[src/rtl/dense_pkg.sv]
// dense_pkg: shared widths and state encoding for the dense-layer sequencer
package dense_pkg;
  localparam int N_PE    = 16;
  localparam int LEN_W   = 16;
  localparam int TILE_W  = 12;
  localparam int MAC_LAT = 3;
  localparam int ADDR_W  = $clog2(N_PE);
  localparam int LAT_W   = $clog2(MAC_LAT + 1);
  typedef enum logic [2:0] {IDLE, CLEAR, ACCUM, DRAIN, LATCH, READ, NEXT, DONE} dense_state_e;
endpackage

[src/rtl/dense_cfg_check.sv]
// dense_cfg_check: config legality check and per-PE mask from active_pes
module dense_cfg_check
  import dense_pkg::*;
(
  input  logic [LEN_W-1:0]  in_len_i,
  input  logic [TILE_W-1:0] num_tiles_i,
  input  logic [ADDR_W:0]   active_pes_i,
  output logic              legal_o,
  output logic [N_PE-1:0]   mask_o
);
  assign legal_o = |in_len_i && |num_tiles_i && |active_pes_i &&
                   active_pes_i <= (ADDR_W+1)'(N_PE);
  always_comb begin
    mask_o = '0;
    for (int i = 0; i < N_PE; i++) mask_o[i] = i < int'(active_pes_i);
  end
endmodule

[src/rtl/dense_seq_ctrl.sv]
// dense_seq_ctrl: per-tile clear/accumulate/drain/latch/read sequencer for dense layers
module dense_seq_ctrl
  import dense_pkg::*;
(
  input  logic              clk,
  input  logic              rst,
  input  logic              start_i,
  input  logic              abort_i,
  input  logic [LEN_W-1:0]  in_len_i,
  input  logic [TILE_W-1:0] num_tiles_i,
  input  logic [ADDR_W:0]   active_pes_i,
  input  logic              in_valid_i,
  output logic              in_ready_o,
  output logic              dense_enable_o,
  output logic              dense_valid_o,
  output logic [N_PE-1:0]   dense_adder_reset_o,
  output logic [N_PE-1:0]   dense_adder_on_o,
  output logic              dense_latch_o,
  output logic [ADDR_W-1:0] dense_rd_addr_o,
  output logic              out_valid_o,
  input  logic              out_ready_i,
  output logic [TILE_W-1:0] tile_idx_o,
  output logic              busy_o,
  output logic              done_o,
  output logic              cfg_err_o
);
  dense_state_e      state_q;
  logic [LEN_W-1:0]  len_q, beat_q;
  logic [TILE_W-1:0] tiles_q, tile_q;
  logic [ADDR_W:0]   ap_q, rd_q;
  logic [LAT_W-1:0]  lat_q;
  logic [N_PE-1:0]   mask_d, mask_q;
  logic              legal, cfg_err_q;
  dense_cfg_check u_cfg_check (
    .in_len_i     (in_len_i),
    .num_tiles_i  (num_tiles_i),
    .active_pes_i (active_pes_i),
    .legal_o      (legal),
    .mask_o       (mask_d)
  );
  always_ff @(posedge clk or posedge rst) begin
    if (rst) begin
      state_q   <= IDLE;
      len_q     <= '0;
      beat_q    <= '0;
      tiles_q   <= '0;
      tile_q    <= '0;
      ap_q      <= '0;
      rd_q      <= '0;
      lat_q     <= '0;
      mask_q    <= '0;
      cfg_err_q <= 1'b0;
    end else if (abort_i) begin
      state_q   <= IDLE;
      tile_q    <= '0;
      cfg_err_q <= 1'b0;
    end else begin
      case (state_q)
        IDLE: if (start_i) begin
          len_q     <= in_len_i;
          tiles_q   <= num_tiles_i;
          ap_q      <= active_pes_i;
          mask_q    <= mask_d;
          cfg_err_q <= !legal;
          state_q   <= legal ? CLEAR : DONE;
        end
        CLEAR: begin
          beat_q  <= '0;
          state_q <= ACCUM;
        end
        ACCUM: if (in_valid_i) begin
          // the final beat is consumed here; the counter never wraps past in_len-1
          if (beat_q == len_q - 1'b1) begin
            lat_q   <= '0;
            state_q <= DRAIN;
          end else beat_q <= beat_q + 1'b1;
        end
        DRAIN: begin
          if (lat_q == LAT_W'(MAC_LAT - 1)) state_q <= LATCH;
          else lat_q <= lat_q + 1'b1;
        end
        LATCH: begin
          rd_q    <= '0;
          state_q <= READ;
        end
        READ: if (out_ready_i) begin
          if (rd_q == ap_q - 1'b1) state_q <= NEXT;
          else rd_q <= rd_q + 1'b1;
        end
        NEXT: begin
          if (tile_q == tiles_q - 1'b1) state_q <= DONE;
          else begin
            tile_q  <= tile_q + 1'b1;
            state_q <= CLEAR;
          end
        end
        DONE: begin
          tile_q    <= '0;
          cfg_err_q <= 1'b0;
          state_q   <= IDLE;
        end
        default: state_q <= IDLE;
      endcase
    end
  end
  assign busy_o              = state_q != IDLE;
  assign dense_enable_o      = state_q inside {CLEAR, ACCUM, DRAIN, LATCH, READ};
  assign in_ready_o          = state_q == ACCUM;
  assign dense_valid_o       = state_q == ACCUM && in_valid_i;
  assign dense_adder_reset_o = state_q == CLEAR ? mask_q : '0;
  assign dense_adder_on_o    = state_q inside {ACCUM, DRAIN} ? mask_q : '0;
  assign dense_latch_o       = state_q == LATCH;
  assign out_valid_o         = state_q == READ;
  assign dense_rd_addr_o     = state_q == READ ? rd_q[ADDR_W-1:0] : '0;
  assign tile_idx_o          = tile_q;
  assign done_o              = state_q == DONE;
  assign cfg_err_o           = state_q == DONE && cfg_err_q;
endmodule

[config.mk]
export PLATFORM = sky130hd
export DESIGN_NAME = dense_seq_ctrl
export DESIGN_NICKNAME = d
export VERILOG_FILES = /design/src/rtl/dense_pkg.sv /design/src/rtl/dense_cfg_check.sv /design/src/rtl/dense_seq_ctrl.sv
export SDC_FILE = /design/constraint.sdc
export NUM_CORES = 1
export LEC_CHECK = 0
export ABC_AREA = 1
export CORE_MARGIN = 5
export CORE_UTILIZATION = 50
export DETAILED_ROUTE_END_ITERATION = 10
export PLACE_DENSITY = 0.86
export SLEW_MARGIN = 20
export SYNTH_ARGS = -nofsm -noshare
export SYNTH_HDL_FRONTEND = slang
export SYNTH_SLANG_ARGS = --single-unit
[constraint.sdc]
create_clock -name clk -period 2.9 [get_ports clk]
set_clock_uncertainty 0.15 [all_clocks]
set_input_delay 0.58 -clock clk [delete_from_list [all_inputs] [get_ports clk]]
set_output_delay 0.58 -clock clk [all_outputs]
set_load 0.05 [all_outputs]
**Word-level counts from Yosys, hierarchy flattened**

Cells that the tools add are included.

- Register bits: 88
- Input bits: 39
- Output and inout bits: 56
- Word-level logic and storage cells: 112

- Add/subtract/negate cells: 7
- $lt $le $gt $ge: 17
- Equal/unequal tests: 24
- Multiplexer cells: 29
- Bitwise gates (word level): 1
- Reductions and logical operators: 24

Operators by type and width:

| kind | count |
|---|---|
| 16-bit two-way mux | 4 |
| 4-bit by 5-bit < comparator with 1-bit output, first input constant | 8 |
| 16-bit one-hot mux with 2 select lines | 1 |
| 3-bit two-way mux | 9 |
| 12-bit two-way mux | 2 |
| 12-bit one-hot mux with 2 select lines | 1 |
| 3-bit one-hot mux with 8 select lines | 1 |
| 3-bit by 5-bit < comparator with 1-bit output, first input constant | 4 |
| 16-bit by 1-bit adder with 16-bit output, second input constant | 1 |
| 16-bit == test | 1 |
| 16-bit OR reduction | 1 |
| 16-bit by 1-bit subtractor with 16-bit output, second input constant | 1 |
| 12-bit by 1-bit adder with 12-bit output, second input constant | 1 |
| 12-bit == test | 1 |
| 3-bit == test, second input constant | 4 |
| 3-bit != test, second input constant | 4 |
| 12-bit OR reduction | 1 |
| 12-bit by 1-bit subtractor with 12-bit output, second input constant | 1 |
| 1-bit by 5-bit < comparator with 1-bit output, first input constant | 2 |
| 2-bit by 5-bit < comparator with 1-bit output, first input constant | 2 |
| 5-bit two-way mux | 2 |
| 5-bit one-hot mux with 2 select lines | 1 |
| 3-bit by 2-bit != test with 1-bit output, second input constant | 3 |
| 3-bit nonzero test | 3 |
| 27 further kinds | 43 |

**Depth between registers and ports, before layout**

- Word-level depth: 8
- Gate-level depth with buffers: 16
- Depth with buffers taken out: 16

**Hierarchy**

A second synthesis with hierarchy kept.

- Cells, all modules: 852
- Area total of the unflattened synthesis: 6087.1 um^2

By module, submodules not included:

| module | times used | cells an instance | area each (um^2) | seq. area each (um^2) |
|---|---|---|---|---|
| dense_seq_ctrl | 1 | 791 | 5795.6 | 2202.1 |
| dense_cfg_check | 1 | 61 | 291.5 | 0.0 |

**Worst setup path before layout**

No wires, ideal clock.

- Path type: reg-to-output
- From: register state_q[2]
- To: output port cfg_err_o
- Arrival time: 2.308 ns
- Data required time: 2.170 ns
- Slack: -0.138 ns
- Cell stages (with the launch flop): 6
- Path buffers: 1
- Cell sequence: dfrtp_1 -> buf_4 -> inv_1 -> nor2_1 -> inv_1 -> nor2_1

- Word-level cells in the longest chain between the ends: 2

Ends and longest elaborated chain:

| element | line | RTL |
|---|---|---|
| from (decl) | dense_seq_ctrl.sv:27 | `dense_state_e state_q;` |
| from (signal assigned) | dense_seq_ctrl.sv:65 | `state_q <= legal ? CLEAR : DONE;` |
| 3-bit == test | n/a |  |
| via done_o | dense_seq_ctrl.sv:24 | `output logic done_o,` |
| 1-bit logical AND | dense_seq_ctrl.sv:117 | `assign cfg_err_o = state_q == DONE && cfg_err_q;` |
| to (decl) | dense_seq_ctrl.sv:25 | `output logic cfg_err_o` |

The timed path passes the listed nets, and every way through them passes these cells.

**Final worst setup path**

- From: register state_q[1]
- To: output port dense_rd_addr_o[1]

- Word-level cells in the longest chain between the ends: 2

Ends and longest elaborated chain:

| element | line | RTL |
|---|---|---|
| 3-bit == test | dense_seq_ctrl.sv:114 | `assign dense_rd_addr_o = state_q == READ ? rd_q[ADDR_W-1:0] : '0;` |
| 4-bit two-way mux | dense_seq_ctrl.sv:114 |  |
| to (decl) | dense_seq_ctrl.sv:19 | `output logic [ADDR_W-1:0] dense_rd_addr_o,` |

Every way passes these cells.

==> flow_summary.json <==
{
  "final_util": 0.6542,
  "tightest_slew_ps": 530.9,
  "setup_viol": 0,
  "wirelength_um": 15670,
  "synthesis.area_per_instance_um2": 6.964,
  "globalRouteTotalUtil": 0.2299,
  "cts_max_level": 3,
  "ir_worst_vdd_mv": 0.7424,
  "areaGrowthSynthToFinish_pct": 29.72,
  "die_y_um": 119.4,
  "yosysMostFrequentCell": "nand2_1",
  "grt_pass1_wl_um": 27050,
  "yosysSeqAreaShare": 0.3639,
  "clock-sinks": 87,
  "synth_common_cells": "nand2_1 (238), nor2_1 (110), inv_1 (100)",
  "ios": 95,
  "synth-edff-count": 0,
  "rows": 40,
  "core_um2": 11860,
  "path_clk_slew_ps": 70,
  "p_leak_nw": 3.619,
  "drc": 0,
  "slew_viol_final": 0,
  "dpl.cell_count": 1090,
  "numCtsBuffers": 9,
  "grt_pass1_vias": 5858,
  "dr.pass1.iters": 5,
  "status": "completed",
  "r2r_slack_ps": 370,
  "required_ps": 2170,
  "initial_core_util": 0.5043,
  "crit_path_start": "state_q[1]",
  "maxCapViolCount": 0,
  "reg2reg_from": "tiles_q[0]",
  "synthArstFlopShare": 1.000,
  "holdBufCountCts": 0,
  "hpwl_um": 11960,
  "nNetsFinal": 1001,
  "syn_inst": 859,
  "nFillCells": 950,
  "synth_nets": 905,
  "synthesis.area_um2": 5982,
  "first_iter_violations": 484,
  "synth_cell_types": 43,
  "synth_largest_area_cell": "dfrtp_1",
  "rsz0062_at_grt": "false",
  "r2r-end": "tile_idx_o[8]",
  "place_congestion": 0.9202,
  "vias": 5892,
  "power_density_nw_per_um2": 941.2,
  "antenna_found_initial": 0,
  "antenna_left": 0,
  "synthTopCellsByArea": "dfrtp_1 (36%), nand2_1 (15%), nor2_1 (6.9%)",
  "p_total_mw": 7.303,
  "clk_latency_ps": 360,
  "wl_per_cell_um": 14.16,
  "crit_path_end": "dense_rd_addr_o[1]",
  "ys_warn_count": 0,
  "hold_violations": 0,
  "dieWidth_um": 119.4,
  "min_period_ps": 2792,
  "grt-ovfl-total": 0,
  "cts_tree": "done",
  "fin_setup_tns_ps": 0,
  "arrival_ps": 2060,
  "synth.ff_latch_count": 87,
  "drive_gt1_frac": 0.1406,
  "start_kind": "flop",
  "relSlewSlack": 0.6455,
  "grt_max_degree": 88,
  "die_area_um2": 14250,
  "antenna_cells": 0,
  "end_kind": "primary output",
  "stdcell_count": 1107,
  "fin_crit_sh": 0.9626,
  "synth_top_area_frac": 0.3639,
  "worst-path-max-fanout": 7,
  "vias_per_cell": 5.322,
  "reg2regPathDepth": 14,
  "synth_top_flop_cell": "dfrtp_1",
  "worstSetupPathType": "flop to primary output",
  "hp-class": "flop to flop",
  "port_buffers": 94,
  "cts_root_buf": "clkbuf_16",
  "max_freq_mhz": 358.2,
  "clockBufferDepth": 2
}
[worst max-delay path, cell delays in order, from the launching register on]
cell,delay [ps]
dfrtp_1,460
inv_1,130
nand3_2,160
nor2_1,140
clkdlybuf4s50_1,810
[layout make-up]
cell class              count  area, µm²  share of cell area
multi-input cells         644       3279              0.4226
flip-flops and latches     87       2177              0.2806
repair buffers            108       1416              0.1825
inverters                 105      401.6             0.05176
clock buffers               9      225.2             0.02902
well taps                 147      183.9             0.02370
clock inverters             7      76.32            0.009836
[per-layer routing]
| layer | up-vias | part of all wire | track usage |
|---|---|---|---|
| met5 | - | 0 | 0 |
| li1 | 2924 | - | - |
| met1 | 2745 | 0.42 | 0.2825 |
| met3 | 35 | 0.060 | 0.05651 |
| met2 | 188 | 0.50 | 0.3946 |
| met4 | 0 | 0.021 | 0.07802 |
[repair_timing]
action / 4_1_cts / 5_1_grt
buffers inserted: 0 / 1
resized for setup: 0 / 10
endpoints found under the setup margin: 0 / 21
[worst min-delay path by stage]
stage | cells past startpoint | slack (ps) | start | end
5_1_grt | 2 | 360 | tiles_q[11] | tiles_q[11]
3_5_place_dp | 2 | 330 | len_q[15] | len_q[15]
2_1_floorplan | 2 | 300 | mask_q[0] | mask_q[0]
6_report | 2 | 350 | len_q[15] | len_q[15]
4_1_cts | 2 | 350 | len_q[15] | len_q[15]
3_3_place_gp | 2 | 330 | lat_q[0] | lat_q[0]
[registers in the layout, indices dropped and copies added (netlist names)]
| register | count |
|---|---|
| ap_q | 5 |
| beat_q | 16 |
| cfg_err_q | 1 |
| lat_q | 2 |
| len_q | 16 |
| mask_q | 15 |
| rd_q | 5 |
| state_q | 3 |
| tile_idx_o | 12 |
| tiles_q | 12 |
[per-stage QoR]
| stage | worst slack (ps) | cell area [µm²] | hold slack (ps) |
|---|---|---|---|
| final | 108.4 | 7760 | 345.8 |
| after global routing | 7.267 | 7760 | 364.7 |
| after CTS | 77.75 | 7714 | 348.8 |
| after detailed placement | 388.6 | 7412 | 332.0 |
| after global placement | 382.1 | 7412 | 325.4 |
| after floorplan | 100.5 | 5988 | 303.0 |
[report_power, final]
group / leakage [nW] / switching, mW / internal [mW]
Clock: 0.148 / 0.560 / 0.611
Combinational: 2.35 / 2.54 / 1.62
Sequential: 1.12 / 0.368 / 1.61
[kinds of logic after synthesis]
group	count (synthesis)	share of synthesized area
flip-flops	87	0.3639
buffers and inverters	128	0.08994
XOR/XNOR	44	0.06442
AO/OA/AOI/OAI	84	0.08534
AND/OR/NAND/NOR	509	0.3817
adder cells (fa/ha/maj)	7	0.01464
[placed cells by master, fill, tap and decap left out, drive strengths merged, types with 2 or more instances in the layout]
cell / count
clkinv: 6
clkinvlp: 2
or2: 10
xor2: 27
nand4: 9
and2: 2
dfrtp: 87
o21ai: 64
nor4: 15
xnor2: 17
nand3: 65
o221ai: 5
buf: 51
nand2: 257
clkdlybuf4s50: 52
ha: 7
nor3: 19
o22ai: 3
inv: 104
nand3b: 9
dlymetal6s2s: 5
nor2: 122
clkbuf: 9
a21oi: 7
Note: power is estimated with default switching activity, not from simulation.
